<file path="src/rtl/serial_slave_port.sv">
// serial_slave_port
//   Slave-side endpoint of the serial system bus. Terminates one arbiter
//   slave channel and bridges it to a single-port synchronous memory or
//   register bank. Address and write data arrive MSB first on wr_bus. Read
//   data is returned MSB first on rd_bus. Both directions use a valid/ready
//   handshake, and a bit moves only on a clock edge where both are high.
//
//   Frame format (master -> slave): ADDR_WIDTH address bits, then, for
//   writes only, DATA_WIDTH data bits. mode is sampled with the first
//   address bit only (1 = write, 0 = read).
//
// Ports
//   clk, rst         clock (rising edge) and synchronous active-high reset
//   mode             frame direction, sampled with the first address bit
//   wr_bus           serial master->slave bit
//   master_valid     wr_bus bit valid
//   slave_ready      slave accepts wr_bus bit
//   rd_bus           serial slave->master read bit
//   slave_valid      rd_bus bit valid
//   master_ready     master accepts rd_bus bit
//   mem_addr         registered memory address
//   mem_wdata        registered memory write data
//   mem_we, mem_re   one-cycle write / read strobes
//   mem_rdata        memory read data, valid READ_LATENCY cycles after mem_re
//   timeout_err      one-cycle stall-abort pulse
//
// Build option
//   SSP_TIMEOUT_EN   When defined, a stall counter aborts a frame that makes
//                    no progress for TIMEOUT_CYCLES cycles in RX_ADDR, RX_DATA
//                    or TX_DATA. When undefined, timeout_err is tied 0 and the
//                    block waits indefinitely.
module serial_slave_port #(
  parameter int ADDR_WIDTH     = 12,
  parameter int DATA_WIDTH     = 8,
  parameter int READ_LATENCY   = 2,
  parameter int TIMEOUT_CYCLES = 64
) (
  input  logic                  clk,
  input  logic                  rst,
  input  logic                  mode,
  input  logic                  wr_bus,
  input  logic                  master_valid,
  output logic                  slave_ready,
  output logic                  rd_bus,
  output logic                  slave_valid,
  input  logic                  master_ready,
  output logic [ADDR_WIDTH-1:0] mem_addr,
  output logic [DATA_WIDTH-1:0] mem_wdata,
  output logic                  mem_we,
  output logic                  mem_re,
  input  logic [DATA_WIDTH-1:0] mem_rdata,
  output logic                  timeout_err
);

  localparam int MAX_W = (ADDR_WIDTH > DATA_WIDTH) ? ADDR_WIDTH : DATA_WIDTH;
  localparam int CNT_W = $clog2(MAX_W + 1);

  typedef enum logic [2:0] {
    IDLE,
    RX_ADDR,
    RX_DATA,
    MEM_WR,
    MEM_RD,
    RD_WAIT,
    TX_DATA
  } state_t;

  state_t                state;
  state_t                state_nxt;
  logic [CNT_W-1:0]      cnt;
  logic                  mode_q;
  logic [ADDR_WIDTH-1:0] addr_shift;
  logic [ADDR_WIDTH-1:0] addr_q;
  logic [DATA_WIDTH-1:0] data_shift;
  logic [DATA_WIDTH-1:0] wdata_q;
  logic [DATA_WIDTH-1:0] tx_shift;

  logic                  ready_int;
  logic                  valid_int;
  logic                  rx_beat;
  logic                  tx_beat;
  logic                  timeout_hit;
  logic                  addr_last;
  logic                  data_last;
  logic                  wait_last;
  logic [ADDR_WIDTH-1:0] addr_in;
  logic [DATA_WIDTH-1:0] data_in;

  // ---------------------------------------------------------------------
  // Handshake and frame-position decode
  // ---------------------------------------------------------------------
  // The timeout cycle withdraws ready/valid so no beat can land in the
  // same cycle the frame is being abandoned.
  assign ready_int = ((state == IDLE) || (state == RX_ADDR) || (state == RX_DATA))
                     && !timeout_hit;
  assign valid_int = (state == TX_DATA) && !timeout_hit;

  assign rx_beat = master_valid && ready_int;
  assign tx_beat = valid_int && master_ready;

  // The first address bit starts a fresh shift value, so stale bits from
  // the previous frame never leak into a short address.
  assign addr_in = (state == IDLE) ? ADDR_WIDTH'(wr_bus)
                                   : ((addr_shift << 1) | ADDR_WIDTH'(wr_bus));
  assign data_in = (data_shift << 1) | DATA_WIDTH'(wr_bus);

  assign addr_last = ((state == IDLE) && (ADDR_WIDTH == 1)) ||
                     ((state == RX_ADDR) && (cnt == CNT_W'(ADDR_WIDTH - 1)));
  assign data_last = (cnt == CNT_W'(DATA_WIDTH - 1));
  assign wait_last = (cnt == CNT_W'(READ_LATENCY - 1));

  // ---------------------------------------------------------------------
  // Next-state logic
  // ---------------------------------------------------------------------
  always_comb begin
    state_nxt = state;
    case (state)
      IDLE: begin
        if (rx_beat) begin
          if (ADDR_WIDTH == 1) begin
            state_nxt = mode ? RX_DATA : MEM_RD;
          end else begin
            state_nxt = RX_ADDR;
          end
        end
      end
      RX_ADDR: begin
        if (rx_beat && addr_last) begin
          state_nxt = mode_q ? RX_DATA : MEM_RD;
        end
      end
      RX_DATA: begin
        if (rx_beat && data_last) begin
          state_nxt = MEM_WR;
        end
      end
      MEM_WR:  state_nxt = IDLE;
      MEM_RD:  state_nxt = RD_WAIT;
      RD_WAIT: begin
        if (wait_last) begin
          state_nxt = TX_DATA;
        end
      end
      TX_DATA: begin
        if (tx_beat && data_last) begin
          state_nxt = IDLE;
        end
      end
      default: state_nxt = IDLE;
    endcase
    if (timeout_hit) begin
      state_nxt = IDLE;
    end
  end

  // ---------------------------------------------------------------------
  // State, bit counter and shift registers
  // ---------------------------------------------------------------------
  always_ff @(posedge clk) begin
    if (rst) begin
      state      <= IDLE;
      cnt        <= '0;
      mode_q     <= 1'b0;
      addr_shift <= '0;
      addr_q     <= '0;
      data_shift <= '0;
      wdata_q    <= '0;
      tx_shift   <= '0;
    end else begin
      state <= state_nxt;

      // The counter restarts on every state change. Leaving IDLE has
      // already consumed the address MSB, so it resumes from 1.
      if (state_nxt != state) begin
        cnt <= ((state == IDLE) && (state_nxt == RX_ADDR)) ? CNT_W'(1) : '0;
      end else if ((rx_beat && (state != IDLE)) || tx_beat || (state == RD_WAIT)) begin
        cnt <= cnt + CNT_W'(1);
      end

      if (rx_beat && (state == IDLE)) begin
        mode_q <= mode;
      end

      if (rx_beat && ((state == IDLE) || (state == RX_ADDR))) begin
        addr_shift <= addr_in;
        if (addr_last) begin
          addr_q <= addr_in;
        end
      end

      if (rx_beat && (state == RX_DATA)) begin
        data_shift <= data_in;
        if (data_last) begin
          wdata_q <= data_in;
        end
      end

      // mem_rdata is valid in the last RD_WAIT cycle; it is captured on
      // the edge that enters TX_DATA.
      if ((state == RD_WAIT) && wait_last) begin
        tx_shift <= mem_rdata;
      end else if (tx_beat) begin
        tx_shift <= tx_shift << 1;
      end
    end
  end

`ifdef SSP_TIMEOUT_EN
  // ---------------------------------------------------------------------
  // Stall watchdog
  // ---------------------------------------------------------------------
  localparam int STALL_W = $clog2(TIMEOUT_CYCLES + 1);

  logic [STALL_W-1:0] stall_cnt;
  logic               stall_state;

  assign stall_state = (state == RX_ADDR) || (state == RX_DATA) || (state == TX_DATA);
  assign timeout_hit = stall_state && (stall_cnt == STALL_W'(TIMEOUT_CYCLES));

  always_ff @(posedge clk) begin
    if (rst) begin
      stall_cnt <= '0;
    end else if (!stall_state || (state_nxt != state) || rx_beat || tx_beat) begin
      stall_cnt <= '0;
    end else begin
      stall_cnt <= stall_cnt + STALL_W'(1);
    end
  end
`else
  assign timeout_hit = 1'b0;
`endif

  // ---------------------------------------------------------------------
  // Outputs, forced low while reset is held
  // ---------------------------------------------------------------------
  assign slave_ready = ready_int && !rst;
  assign slave_valid = valid_int && !rst;
  assign rd_bus      = valid_int && !rst && tx_shift[DATA_WIDTH-1];
  assign mem_addr    = rst ? '0 : addr_q;
  assign mem_wdata   = rst ? '0 : wdata_q;
  assign mem_we      = (state == MEM_WR) && !rst;
  assign mem_re      = (state == MEM_RD) && !rst;
  assign timeout_err = timeout_hit && !rst;

endmodule

</file>
<file path="config.mk">
export PLATFORM = sky130hd
export DESIGN_NAME = serial_slave_port
export DESIGN_NICKNAME = d
export VERILOG_FILES = /design/src/rtl/serial_slave_port.sv
export SDC_FILE = /design/constraint.sdc
export NUM_CORES = 1
export LEC_CHECK = 0
export CAP_MARGIN = 5
export CELL_PAD_IN_SITES_DETAIL_PLACEMENT = 1
export CELL_PAD_IN_SITES_GLOBAL_PLACEMENT = 2
export CORE_ASPECT_RATIO = 2
export CORE_MARGIN = 3
export CORE_UTILIZATION = 31
export CTS_CLUSTER_SIZE = 24
export DETAILED_ROUTE_END_ITERATION = 8
export PLACE_DENSITY = 0.85
export REMOVE_ABC_BUFFERS = 1
export SYNTH_ARGS = -nofsm -noshare
export SYNTH_HDL_FRONTEND = slang
export SYNTH_SLANG_ARGS = --single-unit
export TNS_END_PERCENT = 20
</file>
<file path="constraint.sdc">
create_clock -name clk -period 2.14 [get_ports clk]
set_clock_uncertainty 0.05 [all_clocks]
set_input_delay 0.321 -clock clk [delete_from_list [all_inputs] [get_ports clk]]
set_output_delay 0.321 -clock clk [all_outputs]
set_load 0.02 [all_outputs]
</file>
==> summary.txt, run 1 <==
STA
  • Worst slew pin tran: ~0.59 ns
  • Setup Viol. Count Final: 0
  • Peak Freq: 515.5 MHz
  • Hold Vio Cnt, Final: 0
  • Period minus WS final: 1.940 ns
  • RSZ-0062 raised after global routing: false
  • Setup WS post-layout: 0.2000 ns
  • Slew headroom: 60.78%
  • Final Max Slew Viols: 0
  • Period utilisation layout: around nine tenths
  • Setup TNS: 0 ns

Floorplan
  • Starting density of the core: 32.07%
  • DIE AREA: 0.009027 mm²
  • Core region area: 0.007601 mm²
  • # IOs: 40
  • Site Rows: 45
  • Die X: 68.70 µm
  • DIE HEIGHT: 131.4 µm

CTS
  • CTS Buf Count: 5
  • Hold Buf Count CTS: 0
  • Clock latency at the later pin of the worst-skew pair: approximately 0.3 ns
  • # H-tree levels: 2
  • Clock Tree Buf Depth: 2
  • Clock transition at path regs: 0.07 ns
  • CTS tree: yes
  • Clock sinks: 54
  • CTS Root Cell: clkbuf_16

Critical path
  • Crit path max fanout: 8
  • Crit end category: output port
  • WS Path Type: reg2out
  • Crit path DAT: 1.57 ns
  • Worst R2R Path Depth: 5
  • Worst Path Required: 1.77 ns
  • Startpoint types: flop

Routing
  • DRT iter0 DRCs: 100
  • Via count: 2145
  • TritonRoute pass-1 iters: 4
  • DR WL/cell: 15.40 µm
  • Vias/cell: 5.194
  • Routed WL: 6.360 mm
  • Final ANT Viol Nets: 0
  • Remaining DRCs: 0

Logic synthesis
  • Number of synthesized flops with an enable pin: 0
  • Main synth FF type: dfxtp_1
  • Synth async-reset ratio: 0%
  • Synth Register Bits: 54
  • Yosys warnings: 0
  • Mapped Cells: 282
  • Yosys cell types: about 50
  • Seq/Total Area, Yosys: between 40 and 50%
  • Synth Area per Inst: 8.643 µm²
  • Synth Cell Area: 0.002437 mm²

Place
  • Post-DP Area: 0.002925 mm²
  • Final RePlAce weighted congestion: 0.8568
  • DP Wirelength: between 4 and 5 mm
  • Port Buffers: 38
  • DP Worst Slack: between 0.04 and 0.05 ns

GRT
  • All-layer global routing usage: 15.64%
  • Largest net degree at the start of global routing: 46
  • Number of global-route vias before repair: around 2200
  • First-pass GRT wire length: 10.74 mm
  • Initial antenna violation count: 0
  • Grt ovf: 0

Cells and area
  • Fraction of layout cells with a size suffix above 1: 9.718%
  • FF/Latch Area: 0.001082 mm²
  • Net count, final: roughly 330
  • Post-route cell area: roughly 0.0031 mm²
  • # fillers: 920
  • Area growth syn-to-layout: 27.05%
  • N_diodes: 0
  • Footprint of the multi-input gates: roughly 0.0012 mm²

Power and ir drop
  • Internal power: approximately 1.6 mW
  • Clock network fraction of total power: 45.0%
  • Seq pwr share: around half
  • Leakage: between 1 and 1.5 nW
  • Switching power share of the total: a little under a quarter
  • Power Density: 677.0 mW/mm²
  • Logic pwr share: between 6 and 7%
  • Psw: roughly 0.47 mW
  • Worst VDD drop: approximately 0.00038 V

Job
  • Maxcap violations: 0

Run status
  • Status: completed

Worst hold path
  • HP Class: in2reg
  • Hold Path Depth: 2
## state kept, by name (all words and copies together) (netlist names)
signal and cells:
addr_q 12, addr_shift 11, tx_shift 8, wdata_q 8, data_shift 7, cnt 4, state 3, mode_q 1
## power groups by stage
stage,clock network (mW),logic [mW],registers [mW]
floorplan,0,0.0552,1.04
global placement,0,0.133,1.04
detailed placement,0,0.136,1.04
CTS,0.968,0.136,1.02
global route,1.00,0.149,1.02
finish,0.943,0.134,1.02
## metal layers
layer	up-vias	global-route usage, %	share of wire [%]
met1	1021	16.27	37
met2	47	27.99	57
met3	19	2.566	3.1
li1	1058	-	-
met4	0	8.360	3.6
met5	-	0	0
## stage by stage
stage | hold WS (ns) | cells | power (mW) | utilization (%)
finish | 0.3045 | 413 | 2.097 | 40.74
global route | 0.3199 | 413 | 2.168 | 40.74
CTS | 0.3016 | 413 | 2.123 | 40.71
detailed placement | 0.3942 | 405 | 1.178 | 38.49
global placement | 0.3850 | 405 | 1.175 | 38.49
floorplan | 0.3401 | 262 | 1.096 | -
## area by class of cell
| class | count | share of cell area [%] |
|---|---|---|
| Clock buffer | 5 | 4.040 |
| Clock inverter | 3 | 1.535 |
| Inverter | 6 | 0.7273 |
| Multi-Input combinational cell | 202 | 39.84 |
| Sequential cell | 54 | 34.95 |
| Tap cell | 94 | 3.798 |
| Timing Repair Buffer | 49 | 15.11 |
## path summary, 6_finish.rpt
check        slack (ns)                        to               startpoint
min                0.30  tx_shift[5]$_SDFFE_PP0P_                      rst
max                0.20                    rd_bus      state[0]$_SDFF_PP0_
min reg2reg        0.40   addr_q[11]$_SDFFE_PP0P_  addr_q[11]$_SDFFE_PP0P_
max reg2reg        0.31       cnt[3]$_SDFFE_PP0P_      cnt[0]$_SDFFE_PP0P_
## critical path, cell delays in order, from the launching register on
cell and delay, ns:
dfxtp_1 0.46, inv_2 0.13, and4_1 0.22, and2_1 0.16
dlygate4sd2_1 0.31
## timing repair
item                       CTS  global route
setup buffers                0             0
resized for setup            5             1
gates cloned                 0             0
setup endpoints to repair    5             1
## cells in the final DEF, fill, tap and decap left out, types with 2 or more instances in the layout
master	n
a211oi_1	2
a21oi_1	37
a22oi_1	7
and2_1	2
and3_1	2
and3b_1	2
and4b_1	2
buf_4	10
clkbuf_16	5
clkdlybuf4s50_1	32
dfxtp_1	53
dlygate4sd2_1	4
ha_1	2
inv_1	5
mux2i_1	8
nand2_1	35
nand3_1	25
nor2_1	13
nor2b_1	22
o21ai_0	3
o22a_1	8
o31ai_1	3
or3_1	2
or4_1	2
## synth_stat cells (all sizes together) (3+ instances only)
master,n,area share (%)
a21oi,38,8.0
a22oi,7,2.2
and4bb,3,1.7
buf,12,2.9
clkbuf,8,1.2
dfxtp,54,44
inv,6,0.92
mux2i,8,3.3
nand2,36,5.6
nand3,25,5.1
nor2,14,2.5
nor2b,22,5.6
o21ai,4,0.82
o22a,8,2.9
o31ai,3,0.92
## cell families (layout without fill, tap and decap cells)
group,after synthesis,after routing,synth area share (%)
AND/OR/NAND/NOR,122,122,27.52
AO/OA/AOI/OAI,69,69,18.63
flip-flops,54,54,44.35
buffers and inverters,26,63,5.031
multiplexers,8,8,3.286
adder cells (fa/ha/maj),2,2,1.027
other,1,1,0.1539
No activity file was read; power rests on OpenSTA's default activity.
==> run 2: changes to the inputs <==
==> constraint.sdc (replaced) <==
create_clock -name clk -period 1.86 [get_ports clk]
set_clock_uncertainty 0.05 [all_clocks]
set_input_delay 0.279 -clock clk [delete_from_list [all_inputs] [get_ports clk]]
set_output_delay 0.279 -clock clk [all_outputs]
set_load 0.005 [all_outputs]
==> summary.txt, run 2 (same netlist as run 1, synthesis figures left out) <==
STA
  • Final Max Slew Viols: 0 (unchanged)
  • Setup Viol. Count Final: 0 (unchanged)
  • Setup TNS: 0 ns (unchanged)
  • Setup WS post-layout: 0.05840 ns (was 0.2000 ns)
  • Hold Slack: 0.2244 ns (was 0.3045 ns)
  • Hold Vio Cnt, Final: 0 (unchanged)
  • RSZ-0062 raised after global routing: false (unchanged)
  • Period utilisation layout: 96.86%
  • Period minus WS final: ~1.8 ns
  • Peak Freq: roughly 560 MHz

Cells and area
  • Most frequent cells in the layout: 50 x dfxtp_1, 37 x a21oi_1, 35 x nand2_1, 34 x clkdlybuf4s50_1, 25 x nand3_1 (was 53 x dfxtp_1, 37 x a21oi_1, 35 x nand2_1, 32 x clkdlybuf4s50_1, 25 x nand3_1)
  • Biggest regs: addr_q x12, addr_shift x11 (unchanged)
  • Number of flip-flops under the largest register name: 12 (unchanged)
  • Net count, final: 345 (was 334)
  • Fraction of layout cells with a size suffix above 1: 14.55% (was 9.718%)
  • Area growth syn-to-layout: 31.52% (was 27.05%)
  • Commonest non-fill, non-tap cell in the layout: dfxtp_1 (unchanged)
  • Biggest register: addr_q (unchanged)
  • N_diodes: 0 (unchanged)
  • # fillers: 899 (was 920)

Critical path
  • Crit path DAT: 1.47 ns (was 1.57 ns)
  • Startpoint types: flop (unchanged)
  • Start of the worst register-to-register path: state[1]$_SDFF_PP0_ (was cnt[0]$_SDFFE_PP0P_)
  • Worst R2R Path Depth: 5 (unchanged)
  • WS Path Type: reg2out (unchanged)
  • Reg2Reg Capture Point: cnt[0]$_SDFFE_PP0P_ (was cnt[3]$_SDFFE_PP0P_)
  • Worst Path Required: 1.53 ns (was 1.77 ns)
  • Crit path max fanout: 7 (was 8)
  • Crit end category: output port (unchanged)
  • Reg2Reg Setup Slack: 0.11 ns (was 0.31 ns)

CTS
  • CTS Root Cell: clkbuf_16 (unchanged)
  • # H-tree levels: 2 (unchanged)
  • CTS tree: yes (unchanged)
  • Post-CTS Setup Bufs: 0 (unchanged)
  • Clock latency at the later pin of the worst-skew pair: 0.30 ns (about the same)
  • CTS Buf Count: 5 (unchanged)
  • Clock transition at path regs: 0.08 ns (was 0.07 ns)
  • Clock sinks: 54 (unchanged)
  • Clock Tree Buf Depth: 2 (unchanged)

Place
  • DP Worst Slack: 0.01798 ns (was 0.04441 ns)
  • Port Buffers: 38 (unchanged)
  • Final RePlAce weighted congestion: 0.8139 (was 0.8568)
  • DP Wirelength: 4.674 mm (was 4.729 mm)

Floorplan
  • Site Rows: 45 (unchanged)
  • DIE HEIGHT: 131.4 µm (unchanged)
  • Core region area: 0.007601 mm² (unchanged)
  • # IOs: 40 (unchanged)
  • Die X: 68.70 µm (unchanged)
  • DIE AREA: 0.009027 mm² (unchanged)
  • Starting density of the core: 32.07% (unchanged)

Worst hold path
  • Hold EP: state[2]$_SDFF_PP0_ (was tx_shift[5]$_SDFFE_PP0P_)
  • Hold Path Origin: rst (unchanged)
  • Hold Path Depth: 2 (unchanged)
  • HP Class: in2reg (unchanged)

GRT
  • Number of global-route vias before repair: 2138 (was 2247)
  • Grt ovf: 0 (unchanged)
  • All-layer global routing usage: 14.67% (was 15.64%)
  • First-pass GRT wire length: 10.25 mm (was 10.74 mm)
  • Largest net degree at the start of global routing: 32 (was 46)
  • Initial antenna violation count: 0 (unchanged)

Routing
  • Final ANT Viol Nets: 0 (unchanged)
  • Remaining DRCs: 0 (unchanged)
  • DR WL/cell: 14.65 µm (was 15.40 µm)
  • Via count: 2147 (was 2145)
  • Vias/cell: 5.064 (was 5.194)
  • TritonRoute pass-1 iters: 4 (unchanged)
  • Routed WL: 6.212 mm (was 6.360 mm)
  • DRT iter0 DRCs: 121 (was 100)

Power and ir drop
  • Leakage: 1.136 nW (was 1.087 nW)
  • Worst VDD drop: 0.0005297 V (was 0.0003765 V)
  • Power Density: 761.4 mW/mm² (was 677.0 mW/mm²)
  • Total Power Consumption: 2.441 mW (was 2.097 mW)

Job
  • Maxcap violations: 0 (unchanged)

Run status
  • Status: completed (unchanged)
-- run 2: cell count changes in the layout (fill, tap and decap cells not counted), sizes merged --
cell and delta:
clkdlybuf4s50 +2, buf +11, dlygate4sd2 -2
-- run 2: layout make-up --
cell class / count / area, µm² / share of cell area [%]
multi-input cells: 202 / 1241 / 38.72
clock inverters: 3 / 47.55 / 1.483
clock buffers: 5 / 125.1 / 3.903
flip-flops and latches: 54 / 1086 / 33.88
repair buffers: 60 / 565.5 / 17.64
inverters: 6 / 22.52 / 0.7026
well taps: 94 / 117.6 / 3.669
-- run 2: how the worst max path moves through the flow --
stage / depth (start not counted) / start / endpoint / slack, ns
2_1_floorplan: 4 / state[2]$_SDFF_PP0_ / addr_q[11]$_SDFFE_PP0P_ / 0.15
3_3_place_gp: 5 / master_valid / cnt[3]$_SDFFE_PP0P_ / 0.06
3_5_place_dp: 6 / master_valid / cnt[2]$_SDFFE_PP0P_ / 0.02
4_1_cts: 2 / state[1]$_SDFF_PP0_ / slave_ready / -0.05
5_1_grt: 2 / state[1]$_SDFF_PP0_ / slave_ready / 0.01
6_report: 2 / state[1]$_SDFF_PP0_ / slave_ready / 0.06
-- run 2: where the power goes --
part | switching [mW] | internal (mW) | total [mW] | leakage (nW)
logic | 0.0921 | 0.0803 | 0.172 | 0.614
registers | 0.00906 | 1.16 | 1.17 | 0.437
clock network | 0.452 | 0.643 | 1.10 | 0.0844
-- run 2: metrics by stage --
stage / cell area [µm²] / cells / util (%)
6_report: 3206 / 424 / 42.17
5_1_grt: 3206 / 424 / 42.17
4_1_cts: 3196 / 424 / 42.04
3_5_place_dp: 3020 / 416 / 39.74
3_3_place_gp: 3020 / 416 / 39.74
2_1_floorplan: 2337 / 262 / -
-- run 2: per-layer routing --
| metal | vias to the layer above | global-route usage, % | wire length [µm] |
|---|---|---|---|
| met5 | - | 0 | 0 |
| met4 | 0 | 5.212 | 102 |
| met3 | 8 | 2.224 | 183 |
| met2 | 33 | 26.82 | 3517 |
| met1 | 1029 | 16.09 | 2408 |
| li1 | 1077 | - | - |
-- run 2: worst max-delay path: stages, from the launching register on --
cell and delay [ns]:
dfxtp_2 0.37, a211oi_2 0.27, clkdlybuf4s50_1 0.54
-- run 2: timing repair --
action                     in CTS  in global routing
gates resized for setup         5                  5
hold buffers                    0                  0
setup endpoints to repair       5                  6
==> run 3: changes to the inputs <==
SLEW_MARGIN = 5   (was unset)
==> results of run 3 <==
No change in the layout: final DEF, timing and power equal those of run 2.
